--- config.mk ---
export PLATFORM = sky130hd
export DESIGN_NAME = opb_register_master
export DESIGN_NICKNAME = d
export VERILOG_FILES = /design/src/rtl/opb_master_pkg.sv /design/src/rtl/opb_register_master.sv
export SDC_FILE = /design/constraint.sdc
export NUM_CORES = 1
export LEC_CHECK = 0
export ABC_AREA = 1
export CAP_MARGIN = 20
export CELL_PAD_IN_SITES_DETAIL_PLACEMENT = 1
export CELL_PAD_IN_SITES_GLOBAL_PLACEMENT = 1
export CORE_UTILIZATION = 25
export CTS_CLUSTER_DIAMETER = 50
export CTS_CLUSTER_SIZE = 12
export DETAILED_ROUTE_END_ITERATION = 12
export PLACE_DENSITY = 0.61
export SLEW_MARGIN = 30
export SYNTH_ARGS = -nofsm -noshare
export SYNTH_HDL_FRONTEND = slang
export SYNTH_SLANG_ARGS = --single-unit
export TNS_END_PERCENT = 100
--- constraint.sdc ---
create_clock -name OPB_Clk -period 1.3 [get_ports OPB_Clk]
set_input_delay 0.13 -clock OPB_Clk [delete_from_list [all_inputs] [get_ports OPB_Clk]]
set_output_delay 0.13 -clock OPB_Clk [all_outputs]
set_load 0.05 [all_outputs]
--- src/rtl/opb_master_pkg.sv ---
// Shared types and constants for the OPB register master.
package opb_master_pkg;

    // Master sequencing states
    typedef enum logic [1:0] {
        StIdle,
        StReq,
        StXfer,
        StResp
    } opb_state_e;

    // Completion status reported on rsp_status
    typedef logic [1:0] opb_status_t;

    localparam opb_status_t ST_OK    = 2'b00;
    localparam opb_status_t ST_ERR   = 2'b01;
    localparam opb_status_t ST_TOUT  = 2'b10;
    localparam opb_status_t ST_RETRY = 2'b11;

    localparam int unsigned C_MAX_RETRY_DEFAULT = 15;
    localparam int unsigned RETRY_CNT_W         = 4;

endpackage

--- src/rtl/opb_register_master.sv ---
// Single-beat OPB initiator: request, wait for grant, select, and terminate on
// acknowledge, retry or timeout. All M_* outputs come straight from flops.
module opb_register_master
    import opb_master_pkg::*;
#(
    parameter int unsigned C_OPB_AWIDTH = 32,
    parameter int unsigned C_OPB_DWIDTH = 32,
    parameter int unsigned C_MAX_RETRY  = C_MAX_RETRY_DEFAULT,
    parameter string       C_FAMILY     = "virtex6"
) (
    input  logic                        OPB_Clk,
    input  logic                        OPB_Rst_n,
    // user command side
    input  logic                        cmd_valid,
    output logic                        cmd_ready,
    input  logic                        cmd_rnw,
    input  logic [0:C_OPB_AWIDTH-1]     cmd_addr,
    input  logic [0:C_OPB_DWIDTH/8-1]   cmd_be,
    input  logic [0:C_OPB_DWIDTH-1]     cmd_data,
    output logic                        rsp_valid,
    output logic [0:C_OPB_DWIDTH-1]     rsp_data,
    output logic [1:0]                  rsp_status,
    // OPB master side
    output logic                        M_request,
    output logic                        M_select,
    output logic                        M_RNW,
    output logic [0:C_OPB_AWIDTH-1]     M_ABus,
    output logic [0:C_OPB_DWIDTH/8-1]   M_BE,
    output logic [0:C_OPB_DWIDTH-1]     M_DBus,
    output logic                        M_busLock,
    output logic                        M_seqAddr,
    input  logic                        OPB_MGrant,
    input  logic                        OPB_xferAck,
    input  logic                        OPB_errAck,
    input  logic                        OPB_retry,
    input  logic                        OPB_timeout,
    input  logic [0:C_OPB_DWIDTH-1]     OPB_DBus
);

    localparam int unsigned BeW = C_OPB_DWIDTH / 8;

    opb_state_e               state_q, state_d;
    logic [RETRY_CNT_W-1:0]   retry_q, retry_d;
    opb_status_t              rsp_status_q, rsp_status_d;
    logic [0:C_OPB_DWIDTH-1]  rsp_data_q, rsp_data_d;
    logic                     cmd_take;
    logic                     xfer_d;

    logic                     cmd_rnw_q;
    logic [0:C_OPB_AWIDTH-1]  cmd_addr_q;
    logic [0:BeW-1]           cmd_be_q;
    logic [0:C_OPB_DWIDTH-1]  cmd_data_q;

    logic                     rsp_valid_q;
    logic                     m_request_q;
    logic                     m_select_q;
    logic                     m_rnw_q;
    logic [0:C_OPB_AWIDTH-1]  m_abus_q;
    logic [0:BeW-1]           m_be_q;
    logic [0:C_OPB_DWIDTH-1]  m_dbus_q;

    assign xfer_d = (state_d == StXfer);

    // Next state, retry accounting and response capture
    always_comb begin
        state_d      = state_q;
        retry_d      = retry_q;
        rsp_data_d   = rsp_data_q;
        rsp_status_d = rsp_status_q;
        cmd_take     = 1'b0;
        case (state_q)
            StIdle: begin
                if (cmd_valid) begin
                    cmd_take = 1'b1;
                    retry_d  = '0;
                    state_d  = StReq;
                end
            end
            StReq: begin
                if (OPB_MGrant) begin
                    state_d = StXfer;
                end
            end
            StXfer: begin
                // xferAck wins over retry, retry over timeout; lone errAck is ignored
                if (OPB_xferAck) begin
                    rsp_data_d   = cmd_rnw_q ? OPB_DBus : '0;
                    rsp_status_d = OPB_errAck ? ST_ERR : ST_OK;
                    state_d      = StResp;
                end else if (OPB_retry) begin
                    retry_d = retry_q + 1'b1;
                    if (retry_q == RETRY_CNT_W'(C_MAX_RETRY)) begin
                        rsp_data_d   = '0;
                        rsp_status_d = ST_RETRY;
                        state_d      = StResp;
                    end else begin
                        state_d = StReq;
                    end
                end else if (OPB_timeout) begin
                    rsp_data_d   = '0;
                    rsp_status_d = ST_TOUT;
                    state_d      = StResp;
                end
            end
            StResp: begin
                state_d = StIdle;
            end
            default: begin
                state_d = StIdle;
            end
        endcase
    end

    // FSM state, retry count and held response
    always_ff @(posedge OPB_Clk or negedge OPB_Rst_n) begin
        if (!OPB_Rst_n) begin
            state_q      <= StIdle;
            retry_q      <= '0;
            rsp_data_q   <= '0;
            rsp_status_q <= ST_OK;
        end else begin
            state_q      <= state_d;
            retry_q      <= retry_d;
            rsp_data_q   <= rsp_data_d;
            rsp_status_q <= rsp_status_d;
        end
    end

    // Command latch on acceptance
    always_ff @(posedge OPB_Clk or negedge OPB_Rst_n) begin
        if (!OPB_Rst_n) begin
            cmd_rnw_q  <= 1'b0;
            cmd_addr_q <= '0;
            cmd_be_q   <= '0;
            cmd_data_q <= '0;
        end else if (cmd_take) begin
            cmd_rnw_q  <= cmd_rnw;
            cmd_addr_q <= cmd_addr;
            cmd_be_q   <= cmd_be;
            cmd_data_q <= cmd_data;
        end
    end

    // Bus outputs registered from the next state; zero whenever not selected
    always_ff @(posedge OPB_Clk or negedge OPB_Rst_n) begin
        if (!OPB_Rst_n) begin
            rsp_valid_q <= 1'b0;
            m_request_q <= 1'b0;
            m_select_q  <= 1'b0;
            m_rnw_q     <= 1'b0;
            m_abus_q    <= '0;
            m_be_q      <= '0;
            m_dbus_q    <= '0;
        end else begin
            rsp_valid_q <= (state_d == StResp);
            m_request_q <= (state_d == StReq);
            m_select_q  <= xfer_d;
            m_rnw_q     <= xfer_d & cmd_rnw_q;
            m_abus_q    <= xfer_d ? cmd_addr_q : '0;
            m_be_q      <= xfer_d ? cmd_be_q : '0;
            m_dbus_q    <= (xfer_d && !cmd_rnw_q) ? cmd_data_q : '0;
        end
    end

    assign cmd_ready  = (state_q == StIdle);
    assign rsp_valid  = rsp_valid_q;
    assign rsp_data   = rsp_data_q;
    assign rsp_status = rsp_status_q;
    assign M_request  = m_request_q;
    assign M_select   = m_select_q;
    assign M_RNW      = m_rnw_q;
    assign M_ABus     = m_abus_q;
    assign M_BE       = m_be_q;
    assign M_DBus     = m_dbus_q;
    assign M_busLock  = 1'b0;
    assign M_seqAddr  = 1'b0;

endmodule

==> impl_metrics.toml <==
[yosys]
syn-cell-area_um2 = 6520
postSynthAreaPerCell_um2 = 10.1
ys_types = 20
synth_cells = 644
ys_seq_area_share_pct = 69.5
yosysWarnings = 0
ys_ff_latch = 181

[sta]
final.setup_skew_ns = 0.00945
min_period_ns = 1.47
rsz0062_at_grt = "true"
finalHoldViolCount = 0
fmax_mhz = 678
slew_viol_final = 0
hold_slack_ns = 0.211
setup_ws_ns = -0.175
period_share_pct = 113
finalSetupViolations = 111

[floorplan]
die_h_um = 164
coreArea_um2 = 25400
num_rows = 58
io_pins = 218
initial_core_util_pct = 25.7
die_w_um = 164
die_area_um2 = 26700

[pwr]
cellLeakagePower_nw = 5.49
p_int_mw = 16.4
power_frac_seq_pct = 32.2
power_frac_comb_pct = 49.0
p_switching_mw = 10.9
pwr-share-clk_pct = 18.8
powerDensity_nw_per_um2 = 2320
swShare_pct = 40.0
power_mw = 27.3
ir_worst_vdd_mv = 1.10

[setup_path]
crit_chain = "buf_6 > nand3b_1 > nand2_2 > nor2_4 > nand3_4 > clkbuf_16 > nor2_4"
crit_required_ns = 1.66
crit_family = "simple AND/OR/NAND/NOR gates"
critical_path.max_stage_delay_ns = 0.43
endpoint_kind = "register"
critical_path_buf_inv_count = 2
startpoint_type = "register"
worstSetupPathType = "register to register"
cpMostUsedCell = "nor2_4"
worstPathMaxFanout = 8
cp_slowest_cell = "dfrtp_1"
critPathArrivalTime_ns = 1.84

[routing]
num_vias = 5174
wl_per_cell_um = 15.5
drc = 0
routed_wl_mm = 19.3
first_iter_violations = 252
viasPerCell = 4.16
antenna_left = 0
firstDrtPassIters = 6

[clock_tree]
cts_tree = "yes"
cts-buffers-inserted = 17
worst_skew_pair.late_latency_ns = 0.43
cts_sinks = 181
clk_pin_slew_ns = 0.08
cts_root_buf = "clkbuf_16"
htree_levels = 4
clock_path_buffers = 2

[global_route]
antenna_found_initial = 0
grt_pass1_vias = 5560
grt_pass1_wl_mm = 30.1
grt_usage_pct = 14.7
overflow = 0
grt_max_degree = 51

[placed_design]
gp_congestion = 0.727
hpwl_mm = 13.1
postPlaceCellArea_um2 = 10400
dp_slack_ns = -0.368
portBuffers = 215

[hold_path]
hp-class = "input pin to asynchronous set/reset pin"

[run_status]
violations = "setup timing"
outcome = "complete, but fails checks"

[layout]
drive_above_1_share_pct = 33.4
antenna-diode-count = 0
num-nets-final = 1010
fin_util_pct = 46.4
design_area_um2 = 11800
area_growth_pct = 80.8

[job]
drv_cap = 0
[final timing paths]
path | start | endpoint | slack (ns) | cells past startpoint
max | state_q[0]$_DFF_PN0_ | M_DBus[7]$_DFF_PN0_ | -0.17 | 7
min | OPB_Rst_n | rsp_data[16]$_DFFE_PN0P_ | 0.21 | 2
max reg2reg | state_q[0]$_DFF_PN0_ | M_DBus[7]$_DFF_PN0_ | -0.17 | 7
min reg2reg | cmd_addr_q[30]$_DFFE_PN0P_ | M_ABus[30]$_DFF_PN0_ | 0.48 | 2
max in group asynchronous | OPB_Rst_n | M_DBus[8]$_DFF_PN0_ | 0.54 | 3
min in group OPB_Clk | OPB_DBus[29] | rsp_data[29]$_DFFE_PN0P_ | 0.26 | 3
[metal layers]
layer / GRT usage, % / vias up / routed length (um)
li1: - / 2475 / -
met1: 18.3 / 2550 / 8130
met2: 24.0 / 137 / 9670
met3: 5.05 / 12 / 1260
met4: 4.67 / 0 / 230
met5: 0 / - / 0
[synth_stat cells]
cell type,count,area share (%)
ha_1,1,0.19
inv_1,79,4.5
nor2_2,10,0.96
dfrtp_1,181,69
nor2_1,135,7.8
conb_1,1,0.058
buf_2,14,1.1
clkbuf_1,14,0.81
nand2_4,1,0.17
buf_6,2,0.35
inv_2,2,0.12
nand3_2,1,0.15
buf_4,4,0.46
nand3_1,5,0.38
nand3b_1,1,0.12
o21ai_0,35,2.7
nand2_2,2,0.19
a21oi_1,74,5.7
nand2_1,81,4.7
nor2_4,1,0.17
[stage by stage]
step / instances / TNS (ns)
after floorplan: 645 / -14.91
after global placement: 1194 / -29.71
after detailed placement: 1194 / -32.99
after CTS: 1233 / -6.83
after global routing: 1243 / -20.14
final: 1243 / -8.39
[area by class of cell]
type | count | area (um2)
tap | 330 | 413
clock buffer | 17 | 425
multi-input combinational | 349 | 1980
sequential | 181 | 4530
inverter | 81 | 304
clock inverter | 15 | 161
timing repair buffer | 270 | 3980
fill | 2672 | 13600
[sequential cells by signal, summed over array words and instances (netlist names), 2 cells and up]
register    cells
M_ABus         32
M_BE            4
M_DBus         32
cmd_addr_q     32
cmd_be_q        4
cmd_data_q     32
retry_q         4
rsp_data       32
rsp_status      2
state_q         2
[power by group through the flow]
stage	registers, mW	logic [mW]	clock network, mW
floorplan	11.6	2.92	0
global placement	8.83	11.9	0
detailed placement	8.94	12.1	0
CTS	8.84	12.6	5.35
global route	9.02	14.3	5.57
finish	8.80	13.4	5.14
[placed cells by master (no fill, tap or decap), types with 4 or more instances in the layout]
cell type / netlist / layout
clkbuf_16: 0 / 22
nor2_1: 135 / 64
nor2_2: 10 / 44
clkdlybuf4s50_1: 0 / 107
nor2_4: 1 / 38
inv_6: 0 / 4
o21ai_0: 35 / 22
buf_6: 2 / 8
inv_1: 79 / 79
a21oi_2: 0 / 14
buf_4: 4 / 25
o21ai_1: 0 / 13
buf_12: 0 / 121
nand2_1: 81 / 77
dfrtp_1: 181 / 181
a21oi_1: 74 / 59
nand2_2: 2 / 5
[cells by family after synthesis]
logic type                 share of synthesized area [%]
buffers and inverters                               7.35
adders and majority gates                          0.192
AOI/OAI and AO/OA                                   8.37
and+or+nand+nor                                     14.6
DFF                                                 69.5
other                                             0.0575
[timing repair]
| item | in CTS | in global routing |
|---|---|---|
| endpoints found under the setup margin | 106 | 172 |
| pin swaps | 5 | 5 |
| cloned | 2 | 7 |
| buffers inserted | 4 | 5 |
| endpoints found under the hold margin | 34 | 0 |
| gates resized for setup | 40 | 110 |
| hold buffers | 1 | 0 |
No activity file was read; power rests on OpenSTA's default activity.
